`src/rtl/bcd_pkg.sv`:
```
// Shared constants and FSM encoding for the sequential binary-to-BCD converter.
package bcd_pkg;

    localparam int          BCD_DIGITS      = 4;
    localparam int          BCD_MAX         = 9999;
    localparam logic [15:0] BCD_ERR_PATTERN = 16'hEEEE;
    localparam logic [15:0] BCD_SAT_PATTERN = 16'h9999;

    typedef enum logic {
        IDLE = 1'b0,
        CONV = 1'b1
    } state_t;

endpackage

```
`src/rtl/bcd_digit_adj.sv`:
```
// One BCD digit correction step of shift-and-add-3: add 3 when the digit is 5 or more.
module bcd_digit_adj (
    input  logic [3:0] nibble,
    output logic [3:0] adjusted
);

    assign adjusted = (nibble >= 4'd5) ? (nibble + 4'd3) : nibble;

endmodule

```
`src/rtl/bin_to_bcd_seq.sv`:
```
// Sequential shift-and-add-3 binary-to-BCD converter, one input bit per clock.
// Build macro BCD_SATURATE_EN: out-of-range inputs show 9999 instead of EEEE.
module bin_to_bcd_seq
    import bcd_pkg::*;
#(
    parameter int BIN_WIDTH = 14
) (
    input  logic                 clk,
    input  logic                 rst_n,
    input  logic [BIN_WIDTH-1:0] i_bin,
    input  logic                 i_valid,
    output logic                 o_ready,
    output logic [15:0]          o_bcd,
    output logic                 o_done,
    output logic                 o_err
);

    localparam int               CNT_W    = $clog2(BIN_WIDTH + 1);
    localparam logic [CNT_W-1:0] LAST_CNT = CNT_W'(BIN_WIDTH - 1);

`ifdef BCD_SATURATE_EN
    localparam logic [15:0] RANGE_PATTERN = BCD_SAT_PATTERN;
`else
    localparam logic [15:0] RANGE_PATTERN = BCD_ERR_PATTERN;
`endif

    state_t               state;
    state_t               state_next;
    logic                 accept;
    logic                 finish;
    logic [CNT_W-1:0]     cnt;
    logic [BIN_WIDTH-1:0] shreg;
    logic [15:0]          scratch;
    logic [15:0]          scratch_adj;
    logic [15:0]          scratch_shift;
    logic [15:0]          result;
    logic                 range_flag;

    for (genvar g = 0; g < BCD_DIGITS; g++) begin : g_adj
        bcd_digit_adj u_adj (
            .nibble   (scratch[4*g +: 4]),
            .adjusted (scratch_adj[4*g +: 4])
        );
    end

    // Digit-3 carry out only occurs for out-of-range values, which get replaced anyway.
    assign scratch_shift = (scratch_adj << 1) | 16'(shreg[BIN_WIDTH-1]);
    assign result        = range_flag ? RANGE_PATTERN : scratch_shift;
    assign o_ready       = (state == IDLE);

    always_ff @(posedge clk or negedge rst_n) begin
        if (!rst_n) begin
            state <= IDLE;
        end else begin
            state <= state_next;
        end
    end

    always_comb begin
        state_next = state;
        accept     = 1'b0;
        finish     = 1'b0;
        case (state)
            IDLE: begin
                if (i_valid) begin
                    accept     = 1'b1;
                    state_next = CONV;
                end
            end
            CONV: begin
                if (cnt == LAST_CNT) begin
                    finish     = 1'b1;
                    state_next = IDLE;
                end
            end
            default: state_next = IDLE;
        endcase
    end

    always_ff @(posedge clk or negedge rst_n) begin
        if (!rst_n) begin
            cnt        <= '0;
            shreg      <= '0;
            scratch    <= '0;
            range_flag <= 1'b0;
        end else if (accept) begin
            cnt        <= '0;
            shreg      <= i_bin;
            scratch    <= '0;
            range_flag <= (32'(i_bin) > BCD_MAX);
        end else if (state == CONV) begin
            cnt        <= cnt + CNT_W'(1);
            shreg      <= shreg << 1;
            scratch    <= scratch_shift;
        end
    end

    // The final shift lands directly in o_bcd so the latency is exactly BIN_WIDTH clocks.
    always_ff @(posedge clk or negedge rst_n) begin
        if (!rst_n) begin
            o_bcd  <= '0;
            o_err  <= 1'b0;
            o_done <= 1'b0;
        end else begin
            o_done <= finish;
            if (finish) begin
                o_bcd <= result;
                o_err <= range_flag;
            end
        end
    end

endmodule

```
`config.mk`:
```
export PLATFORM = sky130hd
export DESIGN_NAME = bin_to_bcd_seq
export DESIGN_NICKNAME = d
export VERILOG_FILES = /design/src/rtl/bcd_pkg.sv /design/src/rtl/bcd_digit_adj.sv /design/src/rtl/bin_to_bcd_seq.sv
export SDC_FILE = /design/constraint.sdc
export NUM_CORES = 1
export LEC_CHECK = 0
export CAP_MARGIN = 20
export CORE_MARGIN = 2
export CORE_UTILIZATION = 50
export DETAILED_ROUTE_END_ITERATION = 16
export DONT_BUFFER_PORTS = 1
export GPL_ROUTABILITY_DRIVEN = 1
export GPL_TIMING_DRIVEN = 0
export HOLD_SLACK_MARGIN = 0.02
export MAX_ROUTING_LAYER = met4
export PLACE_DENSITY_LB_ADDON = 0.2
export SLEW_MARGIN = 20
export SYNTH_ARGS = -nofsm -noshare
export SYNTH_HDL_FRONTEND = slang
export SYNTH_SLANG_ARGS = --single-unit
```
`constraint.sdc`:
```
create_clock -name clk -period 1.6 [get_ports clk]
set_input_delay 0.4 -clock clk [delete_from_list [all_inputs] [get_ports clk]]
set_output_delay 0.4 -clock clk [all_outputs]
set_load 0.005 [all_outputs]
```
* Word level (Yosys, flattened, before mapping) *
Index checks and enable logic that the tools add are counted.

operators by class
  add/subtract/negate cells = 5
  order comparisons = 5
  equality and inequality tests = 1
  muxes and demuxes = 17
  bitwise logic cells = 2
  reductions and logical operators = 1

operators by type and width
  operator                                                                              number
  16-bit two-way mux                                                                    3
  14-bit two-way mux                                                                    2
  4-bit two-way mux                                                                     5
  4-bit by 3-bit greater-or-equal comparator with 1-bit output (second input constant)  4
  16-bit by 1-bit bitwise OR with 16-bit output                                         1
  14-bit greater-than comparator (second input constant)                                1
  4-bit by 2-bit adder with 4-bit output (second input constant)                        3
  1-bit two-way mux                                                                     5
  4-bit by 1-bit adder with 4-bit output (second input constant)                        1
  4-bit == test (second input constant)                                                 1
  3-bit by 2-bit adder with 3-bit output (second input constant)                        1
  3-bit two-way mux                                                                     1
  1-bit one-hot mux with 2 select lines                                                 1
  2-bit nonzero test                                                                    1
  1-bit inverter                                                                        1

storage, ports and cells
  register bits after elaboration = 54
  input bits = 17
  output and inout port bits = 19
  word-level logic and storage cells = 39

* Depth between registers and ports, before layout *
  word-level depth = 5
  depth in mapped cells = 7
  gate-level depth less buffers = 6

* By module *
From an unflattened synthesis, not the netlist that was laid out.

unflattened totals
  cells, all modules = 266
  area, all modules = 2,616.3 µm²

modules (own cells, without submodules)
  module          times used  cells each  area each (µm²)  sequential area each (µm²)
  bin_to_bcd_seq  1           202         2,210.9          1,351.3
  bcd_digit_adj   4           16          101.3            0.0

* Least setup slack after synthesis *
No wires, ideal clock.

  path kind = reg2reg
  start = register scratch[0]
  end = register scratch[2]
  library setup time = 0.083 ns
  arrival = 1.417 ns
  required time = 1.517 ns
  slack = 0.101 ns
  cell stages (with the launch flop) = 7
  path buffers = 0
  period minus slack after synthesis = 1.499 ns
  cells stage by stage = dfrtp_1 -> inv_1 -> ha_1 -> nand2b_1 -> a21oi_1 -> mux2_2 -> o21ai_0

between the ends
  longest elaborated chain between the ends = 5
  elaborated cells on any way between the ends = 6
  those cells by class = add/sub (1); order compare (1); mux (3); bitwise (1)

RTL lines
  what                                                                                                                    line                  text
  start, declared                                                                                                         bin_to_bcd_seq.sv:33  logic [15:0] scratch;
  start signal, assigned                                                                                                  bin_to_bcd_seq.sv:94  scratch <= scratch_shift;
  4-bit by 2-bit adder with 4-bit output or 4-bit by 3-bit greater-or-equal comparator with 1-bit output (tied branches)  bcd_digit_adj.sv:7    assign adjusted = (nibble >= 4'd5) ? (nibble + 4'd3) : nibble;
  4-bit two-way mux *                                                                                                     bcd_digit_adj.sv:7
  16-bit by 1-bit bitwise OR with 16-bit output *                                                                         bin_to_bcd_seq.sv:47  assign scratch_shift = (scratch_adj << 1) | 16'(shreg[BIN_WIDTH-1]);
  16-bit two-way mux *                                                                                                    bin_to_bcd_seq.sv:91  end else if (state == CONV) begin
  16-bit two-way mux *                                                                                                    bin_to_bcd_seq.sv:86  end else if (accept) begin

Every way passes the cells marked *; elsewhere a longest branch is shown, timed or not. The select of a mux whose other input is x is not followed.
A chain may end at the register's enable or synchronous reset.

* Worst setup path in the final report *
Ends and elaborated chain as after synthesis.

==> flow_metrics.tcl <==
set metrics [dict create \
    status "complete, but fails checks" \
    violations "hold timing" \
    fin_util_pct 57.1 \
    htreeDepth 2 \
    ys_types 32 \
    initial_core_util_pct 51.4 \
    num_vias 1860 \
    ant_nets 0 \
    n_fill_cell 447 \
    die_h_um 76.3 \
    antennaDiodeCount 0 \
    cts_sinks 54 \
    finalSetupViolCount 0 \
    syn_area_sq_mm 0.00261 \
    synthTopCellsByArea "dfrtp_1 (52%), mux2i_1 (6.1%), o21ai_0 (5.2%), ha_1 (4.8%), nand2_1 (3.9%)" \
    cts_tree "done" \
    min_period_ps 1530 \
    grt_usage_pct 20.4 \
    route.detailed.drc 0 \
    first_global_vias 1799 \
    synthArstFlopShare_pct 100 \
    num_io_pins 36 \
    finalCritPeriodShare_pct 95.3 \
    place_congestion 0.803 \
    clock_tree.buffer_depth 2 \
    synth-edff-count 0 \
    grt_max_degree 55 \
    clk_latency_ps 310 \
    post_route_cells_drive_above_1_share_pct 15.5 \
    root_buffer "clkbuf_8" \
    grt.overflow.total 0 \
    fp.dieArea_sq_mm 0.00581 \
    wl_per_cell_um 16.3 \
    ys_ff_latch 54 \
    cp-end-kind "register" \
    nets 291 \
    final_common_cell "dfrtp_1" \
    antenna_found_initial 0 \
    power.leakage_nw 1.33 \
    synthesis.nets 280 \
    critPathLaunchType "register" \
    viasPerCell 5.55 \
    cts_buffers 5 \
    wirelength_mm 5.46 \
    drt-pass1-iter-count 5 \
    drt_iter0_markers 174 \
    dpl.hpwl_mm 3.61 \
    yosysSeqAreaShare_pct 51.8 \
    finalHoldViolCount 54 \
    num_rows 26 \
    finalInstanceArea_sq_mm 0.00290 \
    slew_headroom_pct 54.3 \
    critical_path_arrival_ps 1770 \
    syn_area_per_cell_sq_um 10.3 \
    yosys_warnings 0 \
    worst_pin_slew_ps 684 \
    critPathMaxFanout 4 \
    fp.dieW_um 76.3 \
    post_dp_cell_area_sq_mm 0.00270 \
    power.density_mw_per_mm2 2020 \
    grt_pass1_wl_mm 9.03 \
    path_clk_slew_ps 100 \
    area_growth_pct 11.1 \
    io_buffers 0 \
    coreArea_sq_mm 0.00507 \
    hold_slack_ps -233 \
    finalClockSkew_ps 2.93 \
    max-vdd-ir-drop_uv 762 \
    ys.flop_type "dfrtp_1" \
    synthCells 253 \
    maxCapViolCount 0 \
    required_ps 1840 \
    fmax_mhz 656 \
    crit_type "reg -> reg" \
    synth_top_area_share_pct 51.8 \
    min_path_type "in -> async" \
    synth_top_cell_by_area "dfrtp_1" \
    drv_slew 0 \
    final_cell_mix "dfrtp_1 (53), nand2_1 (27), o21ai_0 (25)" \
]
-- worst paths after layout --
path	start	to	slack [ps]	cells past startpoint
max	scratch[0]	scratch[2]	70	6
min	rst_n	o_done	-230	0
max reg2reg	scratch[0]	scratch[2]	70	6
min reg2reg	shreg[0]	shreg[1]	490	2
max in group asynchronous	rst_n	o_bcd[2]	1730	0
min in group clk	i_bin[13]	range_flag	240	2
-- layout make-up --
cell class	count	area, sq um	area share, %
clock buffers	5	68.8	2.37
flip-flops and latches	54	1350	46.7
well taps	70	87.6	3.02
inverters	11	45.0	1.55
multi-input cells	174	1180	40.6
repair buffers	4	30.0	1.04
plain buffers	14	98.8	3.41
clock inverters	3	40.0	1.38
-- cells by family (layout without fill, tap and decap cells) --
kind of cell | Yosys count | count (layout) | synth area share (%)
AOI/OAI and AO/OA | 73 | 73 | 17.2
and+or+nand+nor | 68 | 68 | 12.7
DFF | 54 | 54 | 51.8
buffers and inverters | 25 | 37 | 4.94
muxes | 18 | 18 | 7.00
adders and majority gates | 10 | 10 | 4.79
xor gates and xnor gates | 5 | 5 | 1.68
-- Yosys cell counts (all sizes together) (2+ instances only) --
| cell | instances |
|---|---|
| or3 | 4 |
| a31oi | 2 |
| mux2i | 16 |
| o22a | 5 |
| nor3 | 4 |
| nand2 | 27 |
| o21ai | 30 |
| mux2 | 2 |
| a32o | 4 |
| nand2b | 6 |
| buf | 12 |
| nand3b | 3 |
| nand4 | 2 |
| o31ai | 2 |
| clkbuf | 2 |
| nor3b | 5 |
| a21oi | 19 |
| dfrtp | 54 |
| a21o | 10 |
| xnor2 | 5 |
| inv | 10 |
| ha | 10 |
| nor2 | 15 |
-- per-stage QoR --
step           setup WS (ps)  total power [mW]  hold WS, ps  setup TNS, ps  std cells
5_1_grt                -2.31              6.37         -253          -2.31        335
3_3_place_gp           -51.8              4.61          106           -107        323
4_1_cts                 4.75              5.69         -241              0        332
3_5_place_dp           -62.5              4.68          106           -213        323
2_1_floorplan            101              4.16          104              0        253
6_report                74.5              5.86         -233              0        335
-- layer usage --
| layer | global-route usage, % | wire length, um | vias up |
|---|---|---|---|
| li1 | - | - | 908 |
| met1 | 27.3 | 2470 | 903 |
| met2 | 31.5 | 2690 | 44 |
| met3 | 4.15 | 266 | 5 |
| met4 | 6.55 | 33 | 0 |
| met5 | - | 0 | - |
-- power breakdown --
part           total [mW]  internal [mW]  switching [mW]  leakage [nW]
combinational        2.49           1.23            1.25         0.605
sequential           2.46           1.96           0.495         0.672
clock               0.915          0.461           0.453        0.0579
total                5.86           3.65            2.20          1.33
-- state kept, by name (all words and copies together) (netlist names) --
name and cells:
o_bcd 16, scratch 16, shreg 14, cnt 4, o_done 1, o_err 1
range_flag 1, state 1
-- critical path, cell delays in order, from the launching register on --
cell and delay [ps]:
dfrtp_1 420, inv_1 130, ha_4 160, nand2b_1 90
a21oi_2 190, mux2_4 340, o21ai_1 130
-- what timing repair did --
item | in CTS | in global routing
pin swaps | 2 | 2
endpoints found under the setup margin | 5 | 8
resized for setup | 8 | 15
gates cloned | 0 | 0
endpoints found under the hold margin | 54 | 54
setup buffers | 1 | 3
Note: power is estimated with default switching activity, not from simulation.
